## config.mk

```make
export PLATFORM = sky130hd
export DESIGN_NAME = neo_sndcomm
export DESIGN_NICKNAME = d
export VERILOG_FILES = /design/src/rtl/neo_sndcomm.sv
export SDC_FILE = /design/constraint.sdc
export NUM_CORES = 1
export LEC_CHECK = 0
export CORE_ASPECT_RATIO = 1.75
export CORE_MARGIN = 4
export CORE_UTILIZATION = 38
export DETAILED_ROUTE_END_ITERATION = 8
export PLACE_DENSITY = 0.62
export SETUP_SLACK_MARGIN = 0.15
export SLEW_MARGIN = 20
export SYNTH_ARGS = -nofsm -noshare
export SYNTH_HDL_FRONTEND = slang
export SYNTH_SLANG_ARGS = --single-unit
```

## constraint.sdc

```tcl
create_clock -name CLK_24M -period 1.3 [get_ports CLK_24M]
set_input_delay 0.13 -clock CLK_24M [delete_from_list [all_inputs] [get_ports CLK_24M]]
set_output_delay 0.13 -clock CLK_24M [all_outputs]
set_load 0.1 [all_outputs]
```

## src/rtl/neo_sndcomm.sv

```systemverilog
// neo_sndcomm: 68k <-> Z80 sound mailbox.
//   Holds one command byte (68k -> Z80) and one reply byte (Z80 -> 68k), each with a pending flag.
//   Drives a Z80 NMI with a guaranteed minimum low time.
//   All access strobes are asynchronous. Each is resynchronised into CLK_24M, and the access is
//   acted on at its synced rising edge (end of access).
//
// Optional feature: define SNDCOMM_OVERRUN_EN to build the saturating command-overrun counter.
// Without it, OVR_CNT is tied to zero.
//
// Ports:
//   CLK_24M            sole clock
//   RESET              synchronous, active-high reset
//   nSDW, M68K_DIN     68k command write strobe (active low) and data
//   nSDRD, M68K_DOUT   68k reply read strobe (active low) and reply byte
//   nSDZRD, SDD_OUT    Z80 command read strobe (active low) and command byte
//   nSDZWR, SDD_IN     Z80 reply write strobe (active low) and data
//   nNMIEN, nNMIDIS    Z80 NMI enable / disable strobes (active low)
//   nNMI               NMI to the Z80 (active low)
//   CMD_PEND           command written, not yet read by the Z80
//   REPLY_PEND         reply written, not yet read by the 68k
//   OVR_CNT            command overrun count
module neo_sndcomm #(
    parameter int unsigned SYNC_STAGES = 2,
    parameter int unsigned NMI_MIN_CYC = 4,
    parameter bit          NMI_EN_RST  = 1'b0
) (
    input  logic       CLK_24M,
    input  logic       RESET,
    input  logic       nSDW,
    input  logic [7:0] M68K_DIN,
    input  logic       nSDRD,
    output logic [7:0] M68K_DOUT,
    input  logic       nSDZRD,
    input  logic       nSDZWR,
    input  logic [7:0] SDD_IN,
    output logic [7:0] SDD_OUT,
    input  logic       nNMIEN,
    input  logic       nNMIDIS,
    output logic       nNMI,
    output logic       CMD_PEND,
    output logic       REPLY_PEND,
    output logic [3:0] OVR_CNT
);

    localparam int unsigned IdxSdw    = 0;
    localparam int unsigned IdxSdrd   = 1;
    localparam int unsigned IdxSdzrd  = 2;
    localparam int unsigned IdxSdzwr  = 3;
    localparam int unsigned IdxNmien  = 4;
    localparam int unsigned IdxNmidis = 5;

    localparam logic [3:0] NmiLoad = 4'(NMI_MIN_CYC - 1);

    // ------------------------------------------------------------------
    // Strobe synchronisers and rise detection
    // ------------------------------------------------------------------
    logic [5:0] strobeRaw;
    logic [5:0] syncQ [SYNC_STAGES];
    logic [5:0] syncS;
    logic [5:0] histQ;
    logic [5:0] armQ;
    logic [5:0] rise;
    // validQ[k] marks that sync stage k holds a real post-reset pin sample.
    logic [SYNC_STAGES-1:0] validQ;

    assign strobeRaw = {nNMIDIS, nNMIEN, nSDZWR, nSDZRD, nSDRD, nSDW};
    assign syncS     = syncQ[SYNC_STAGES-1];

    // A strobe is only armed once a real high sample reaches the synced output, so an access
    // that straddles reset never produces a commit when it is released.
    assign rise = syncS & ~histQ & armQ;

    always_ff @(posedge CLK_24M) begin
        if (RESET) begin
            for (int i = 0; i < SYNC_STAGES; i++) begin
                syncQ[i] <= '1;
            end
            histQ  <= '1;
            armQ   <= '0;
            validQ <= '0;
        end else begin
            syncQ[0] <= strobeRaw;
            for (int i = 1; i < SYNC_STAGES; i++) begin
                syncQ[i] <= syncQ[i-1];
            end
            histQ  <= syncS;
            armQ   <= armQ | ({6{validQ[SYNC_STAGES-1]}} & syncS);
            validQ <= {validQ[SYNC_STAGES-2:0], 1'b1};
        end
    end

    logic sdwRise, sdrdRise, sdzrdRise, sdzwrRise, nmienRise, nmidisRise;
    assign sdwRise    = rise[IdxSdw];
    assign sdrdRise   = rise[IdxSdrd];
    assign sdzrdRise  = rise[IdxSdzrd];
    assign sdzwrRise  = rise[IdxSdzwr];
    assign nmienRise  = rise[IdxNmien];
    assign nmidisRise = rise[IdxNmidis];

    // ------------------------------------------------------------------
    // Mailbox datapath
    // ------------------------------------------------------------------
    logic [7:0] cmdStageQ, cmdStageD;
    logic [7:0] replyStageQ, replyStageD;
    logic [7:0] cmdQ, cmdD;
    logic [7:0] replyQ, replyD;
    logic       cmdPendQ, cmdPendD;
    logic       replyPendQ, replyPendD;
    logic       nmiEnQ, nmiEnD;
    logic       nmiReqQ, nmiReqD;

    always_comb begin
        cmdStageD   = cmdStageQ;
        replyStageD = replyStageQ;
        cmdD        = cmdQ;
        replyD      = replyQ;
        cmdPendD    = cmdPendQ;
        replyPendD  = replyPendQ;
        nmiEnD      = nmiEnQ;
        nmiReqD     = nmiReqQ;

        // Staging follows the data bus for as long as the synced strobe is low, so the commit
        // takes the value seen on the last low cycle.
        if (!syncS[IdxSdw]) cmdStageD = M68K_DIN;
        if (!syncS[IdxSdzwr]) replyStageD = SDD_IN;

        // Reads are applied first so a coincident commit overrides them.
        if (sdzrdRise) begin
            cmdPendD = 1'b0;
            nmiReqD  = 1'b0;
        end
        if (sdwRise) begin
            cmdD     = cmdStageQ;
            cmdPendD = 1'b1;
            if (nmiEnQ) nmiReqD = 1'b1;
        end

        if (sdrdRise) replyPendD = 1'b0;
        if (sdzwrRise) begin
            replyD     = replyStageQ;
            replyPendD = 1'b1;
        end

        if (nmienRise) nmiEnD = 1'b1;
        if (nmidisRise) begin
            nmiEnD  = 1'b0;
            nmiReqD = 1'b0;
        end
    end

    always_ff @(posedge CLK_24M) begin
        if (RESET) begin
            cmdStageQ   <= 8'h00;
            replyStageQ <= 8'h00;
            cmdQ        <= 8'h00;
            replyQ      <= 8'h00;
            cmdPendQ    <= 1'b0;
            replyPendQ  <= 1'b0;
            nmiEnQ      <= NMI_EN_RST;
            nmiReqQ     <= 1'b0;
        end else begin
            cmdStageQ   <= cmdStageD;
            replyStageQ <= replyStageD;
            cmdQ        <= cmdD;
            replyQ      <= replyD;
            cmdPendQ    <= cmdPendD;
            replyPendQ  <= replyPendD;
            nmiEnQ      <= nmiEnD;
            nmiReqQ     <= nmiReqD;
        end
    end

    assign SDD_OUT    = cmdQ;
    assign M68K_DOUT  = replyQ;
    assign CMD_PEND   = cmdPendQ;
    assign REPLY_PEND = replyPendQ;

    // ------------------------------------------------------------------
    // Overrun counter
    // ------------------------------------------------------------------
`ifdef SNDCOMM_OVERRUN_EN
    logic       overrun;
    logic [3:0] ovrCntQ, ovrCntD;

    assign overrun = sdwRise & cmdPendQ & ~sdzrdRise;

    always_comb begin
        ovrCntD = ovrCntQ;
        if (overrun) begin
            if (ovrCntQ != 4'hF) ovrCntD = ovrCntQ + 4'd1;
        end else if (sdzrdRise) begin
            ovrCntD = 4'h0;
        end
    end

    always_ff @(posedge CLK_24M) begin
        if (RESET) ovrCntQ <= 4'h0;
        else       ovrCntQ <= ovrCntD;
    end

    assign OVR_CNT = ovrCntQ;
`else
    assign OVR_CNT = 4'h0;
`endif

    // ------------------------------------------------------------------
    // nNMI state machine
    // ------------------------------------------------------------------
    typedef enum logic [1:0] {StIdle, StActive, StHold} nmiState_e;

    nmiState_e  stateQ, stateD;
    logic [3:0] nmiCntQ, nmiCntD;

    always_ff @(posedge CLK_24M) begin
        if (RESET) begin
            stateQ  <= StIdle;
            nmiCntQ <= 4'h0;
        end else begin
            stateQ  <= stateD;
            nmiCntQ <= nmiCntD;
        end
    end

    always_comb begin
        stateD  = stateQ;
        nmiCntD = nmiCntQ;
        unique case (stateQ)
            StIdle: begin
                if (nmiReqQ) begin
                    stateD  = StActive;
                    nmiCntD = NmiLoad;
                end
            end
            StActive: begin
                if (nmiCntQ != 4'h0) begin
                    nmiCntD = nmiCntQ - 4'd1;
                    // Early clear: keep nNMI low until the minimum time has elapsed.
                    if (!nmiReqQ) stateD = StHold;
                end else if (!nmiReqQ) begin
                    stateD = StIdle;
                end
            end
            StHold: begin
                if (nmiCntQ != 4'h0) nmiCntD = nmiCntQ - 4'd1;
                // A new request resumes ACTIVE on the running count, without a reload.
                if (nmiReqQ)               stateD = StActive;
                else if (nmiCntQ == 4'h0) stateD = StIdle;
            end
            default: stateD = StIdle;
        endcase
    end

    always_comb begin
        nNMI = (stateQ == StIdle);
    end

endmodule
```

==> results.ini <==
[outcome]
status = complete, but fails checks
failing_checks = setup timing

[synth]
synth_edf_count = 0
postSynth.asyncResetShare = 0
synth_sequential_area_ratio = 0.561
synthesis.instances = 243
syn-mean-instance-area_um2 = 9.98
postSynth.topFlopCell = sky130_fd_sc_hd__dfxtp_1
synth_area_um2 = 2430
ys_types = 35
synth_seq_cells = 68
yosysWarningCount = 0

[grt]
wire_length_of_the_first_global_routing_pass_um = 7240
antenna_violations_before_repair = 0
gr-usage-all-layers = 0.124
global_route.overflow_total = 0
grt_start_max_net_pins = 30
grt_pass1_vias = 1670

[power]
power_per_unit_of_standard_cell_area_nw_per_um2 = 1200
ir_worst_vdd_uv = 895
power.static_leakage_nw = 1.52

[floorplanning]
die_footprint_um2 = 7780
fp.dieW_um = 68.4
dieHeight_um = 114
fp.coreArea_um2 = 6230
effective_utilization_at_floorplan = 0.390
design.portCount = 47
num_rows = 38

[setup_path]
cp_max_fo = 4
cp_data_arrival_time_ns = 1.67
timing.critical_path.to_type = flip-flop
worstSetupPathType = reg2reg
worstPathCellList = inv_2 -> ha_4 -> or3b_4 -> nand3_2 -> or3b_1 -> a21oi_2
required_time_of_the_critical_path_ns = 1.58
critPathSlowestCell = sky130_fd_sc_hd__or3b_1
setup.worst_path.start_class = flip-flop
worst-path-buf-inv = 1
critical-path-top-delay-family = simple AND/OR/NAND/NOR gates
slowest_delay_ns = 0.36

[timing]
finalCritPeriodShare = 1.07
finalWorstPathRequiredPeriod_ns = 1.39
tns_ns = -0.310
hold_violations = 0
clock_skew_ns = 0.00874
setup_ws_ns = -0.0917
final-max-slew-violation-count = 0
report.final.setup_viol = 5
achievable-frequency_ghz = 0.719
rsz0062_at_grt = yes

[clock_tree]
root_buffer = sky130_fd_sc_hd__clkbuf_8
cts_tree = done
clock_path_buffers = 2
tritoncts_sinks = 68
total_cts_buffers = 9
clkLatencyLatePin_ns = 0.34
path_clk_slew_ns = 0.07
clock_tree.htree_level_count = 3

[route]
avgRoutedWirePerCell_um = 11.2
routed_wirelength_um = 4350
routed-via-count = 1743
avgViaCountPerCell = 4.49
drt_drc_violations_left = 0
drt_iter0_markers = 70
postRouteAntennaNets = 0
drt_first_pass_iters = 3

[final_layout]
antenna_cells = 0
finalNetCount = 333
non_filler_cells_final = 388
fin_area_um2 = 3500
syn_to_final_growth_pct = 44.2
final_layout_size_suffix_gt1_frac = 0.351

[placed_design]
dp_worst_slack_ns = -0.212
placed_cells_incl_taps = 369
dp.final_hpwl_um = 3130
numPortBuffers = 42
gp_congestion = 0.802
dpl-instance-area_um2 = 3240

[flow_run]
maxCapViolations = 0

[hold_path]
hp-class = in2reg

-- final timing paths --
| check | from | endpoint | slack, ns | cells past startpoint |
|---|---|---|---|---|
| max reg2reg | nmiCntQ[1]$_SDFFE_PP0P_ | nmiCntQ[2]$_SDFFE_PP0P_ | -0.09 | 6 |
| min | RESET | validQ[0]$_DFF_P_ | 0.11 | 2 |
| min reg2reg | syncQ[0][0]$_SDFF_PP1_ | syncQ[0][6]$_SDFF_PP1_ | 0.40 | 1 |
| max | nmiCntQ[1]$_SDFFE_PP0P_ | nmiCntQ[2]$_SDFFE_PP0P_ | -0.09 | 6 |
-- worst register-to-register path, cell delays in order (launching register included) --
cell	delay, ns
sky130_fd_sc_hd__dfxtp_2	0.33
sky130_fd_sc_hd__inv_2	0.05
sky130_fd_sc_hd__ha_4	0.15
sky130_fd_sc_hd__or3b_4	0.25
sky130_fd_sc_hd__nand3_2	0.08
sky130_fd_sc_hd__or3b_1	0.36
sky130_fd_sc_hd__a21oi_2	0.11
-- cell families after synthesis --
group	count (synthesis)	share of synthesized area
AO/OA/AOI/OAI	33	0.0779
multiplexers	24	0.0990
flip-flops	68	0.561
AND/OR/NAND/NOR	89	0.182
buffers and inverters	22	0.0480
adder cells (fa/ha/maj)	6	0.0309
other	1	0.00155
-- final cells by class --
| type | instances | area (um2) |
|---|---|---|
| Multi-Input combinational cell | 156 | 1000 |
| Inverter | 8 | 30.0 |
| Clock inverter | 6 | 71.3 |
| Timing Repair Buffer | 60 | 769 |
| Sequential cell | 68 | 1390 |
| Tap cell | 80 | 100 |
| Clock buffer | 10 | 138 |
| Fill cell | 564 | 2730 |
-- placed cells by master, fill, tap and decap left out, types with 2 or more instances in the layout --
cell type	instances
sky130_fd_sc_hd__inv_6	2
sky130_fd_sc_hd__o21ai_1	2
sky130_fd_sc_hd__or3_1	2
sky130_fd_sc_hd__nand2_1	20
sky130_fd_sc_hd__inv_2	4
sky130_fd_sc_hd__inv_1	3
sky130_fd_sc_hd__a22oi_1	2
sky130_fd_sc_hd__ha_4	2
sky130_fd_sc_hd__dfxtp_1	46
sky130_fd_sc_hd__nand3b_1	2
sky130_fd_sc_hd__buf_4	15
sky130_fd_sc_hd__o21ai_0	3
sky130_fd_sc_hd__clkinvlp_4	2
sky130_fd_sc_hd__nor2_1	36
sky130_fd_sc_hd__a21oi_1	18
sky130_fd_sc_hd__buf_12	21
sky130_fd_sc_hd__clkbuf_8	10
sky130_fd_sc_hd__nand3_2	2
sky130_fd_sc_hd__or2_2	18
sky130_fd_sc_hd__mux2i_1	24
sky130_fd_sc_hd__dfxtp_2	22
sky130_fd_sc_hd__clkdlybuf4s50_1	22
sky130_fd_sc_hd__ha_1	4
sky130_fd_sc_hd__conb_1	4
-- timing repair --
item                       in CTS  in global routing
pin swaps                       4                  0
gates resized for setup         9                  1
setup endpoints to repair       7                  7
setup buffers                   3                  0
hold buffers                    0                  0
-- state kept, by name, summed over array words and instances, names as in the netlist --
name	flops
REPLY_PEND	1
CMD_PEND	1
nmiCntQ	4
validQ	2
SDD_OUT	8
armQ	6
nmiReqQ	1
histQ	6
nmiEnQ	1
replyStageQ	8
M68K_DOUT	8
cmdStageQ	8
stateQ	2
syncQ	12
-- synth_stat cells (2+ instances only) --
library cell,n,area (um2)
sky130_fd_sc_hd__o21ai_0,6,30.0
sky130_fd_sc_hd__or2_2,18,113
sky130_fd_sc_hd__mux2i_1,24,240
sky130_fd_sc_hd__a22oi_1,2,15.0
sky130_fd_sc_hd__dfxtp_1,68,1360
sky130_fd_sc_hd__nand3b_1,2,15.0
sky130_fd_sc_hd__or3_1,2,12.5
sky130_fd_sc_hd__buf_2,3,15.0
sky130_fd_sc_hd__nand2_1,20,75.1
sky130_fd_sc_hd__nor2_1,36,135
sky130_fd_sc_hd__buf_4,4,30.0
sky130_fd_sc_hd__ha_1,6,75.1
sky130_fd_sc_hd__a21oi_1,19,95.1
sky130_fd_sc_hd__buf_6,2,22.5
sky130_fd_sc_hd__clkbuf_1,5,18.8
sky130_fd_sc_hd__inv_1,7,26.3
-- per-layer routing --
| metal | wire (um) | up-vias | GRT usage | share of wire |
|---|---|---|---|---|
| met5 | 0 | - | 0 | 0 |
| met4 | 125 | 0 | 0.0757 | 0.029 |
| met3 | 178 | 10 | 0.0355 | 0.041 |
| met2 | 2270 | 36 | 0.205 | 0.52 |
| met1 | 1780 | 783 | 0.134 | 0.41 |
| li1 | - | 914 | - | - |
-- report_power, final --
group          internal, mW  leakage [nW]  switching [mW]  total, mW
logic                 0.127         0.850           0.137      0.264
registers              2.14         0.566          0.0267       2.17
clock network         0.953        0.0995           0.804       1.76
total                  3.22          1.52           0.968       4.19
-- through the flow --
stage / total power, mW / hold WS [ns] / utilization
final: 4.19 / 0.109 / 0.562
after floorplan: 2.38 / 0.234 / -
after CTS: 4.25 / 0.101 / 0.561
after detailed placement: 2.48 / 0.395 / 0.520
after global placement: 2.47 / 0.391 / 0.520
after global routing: 4.38 / 0.124 / 0.562
No activity file was read; power rests on OpenSTA's default activity.
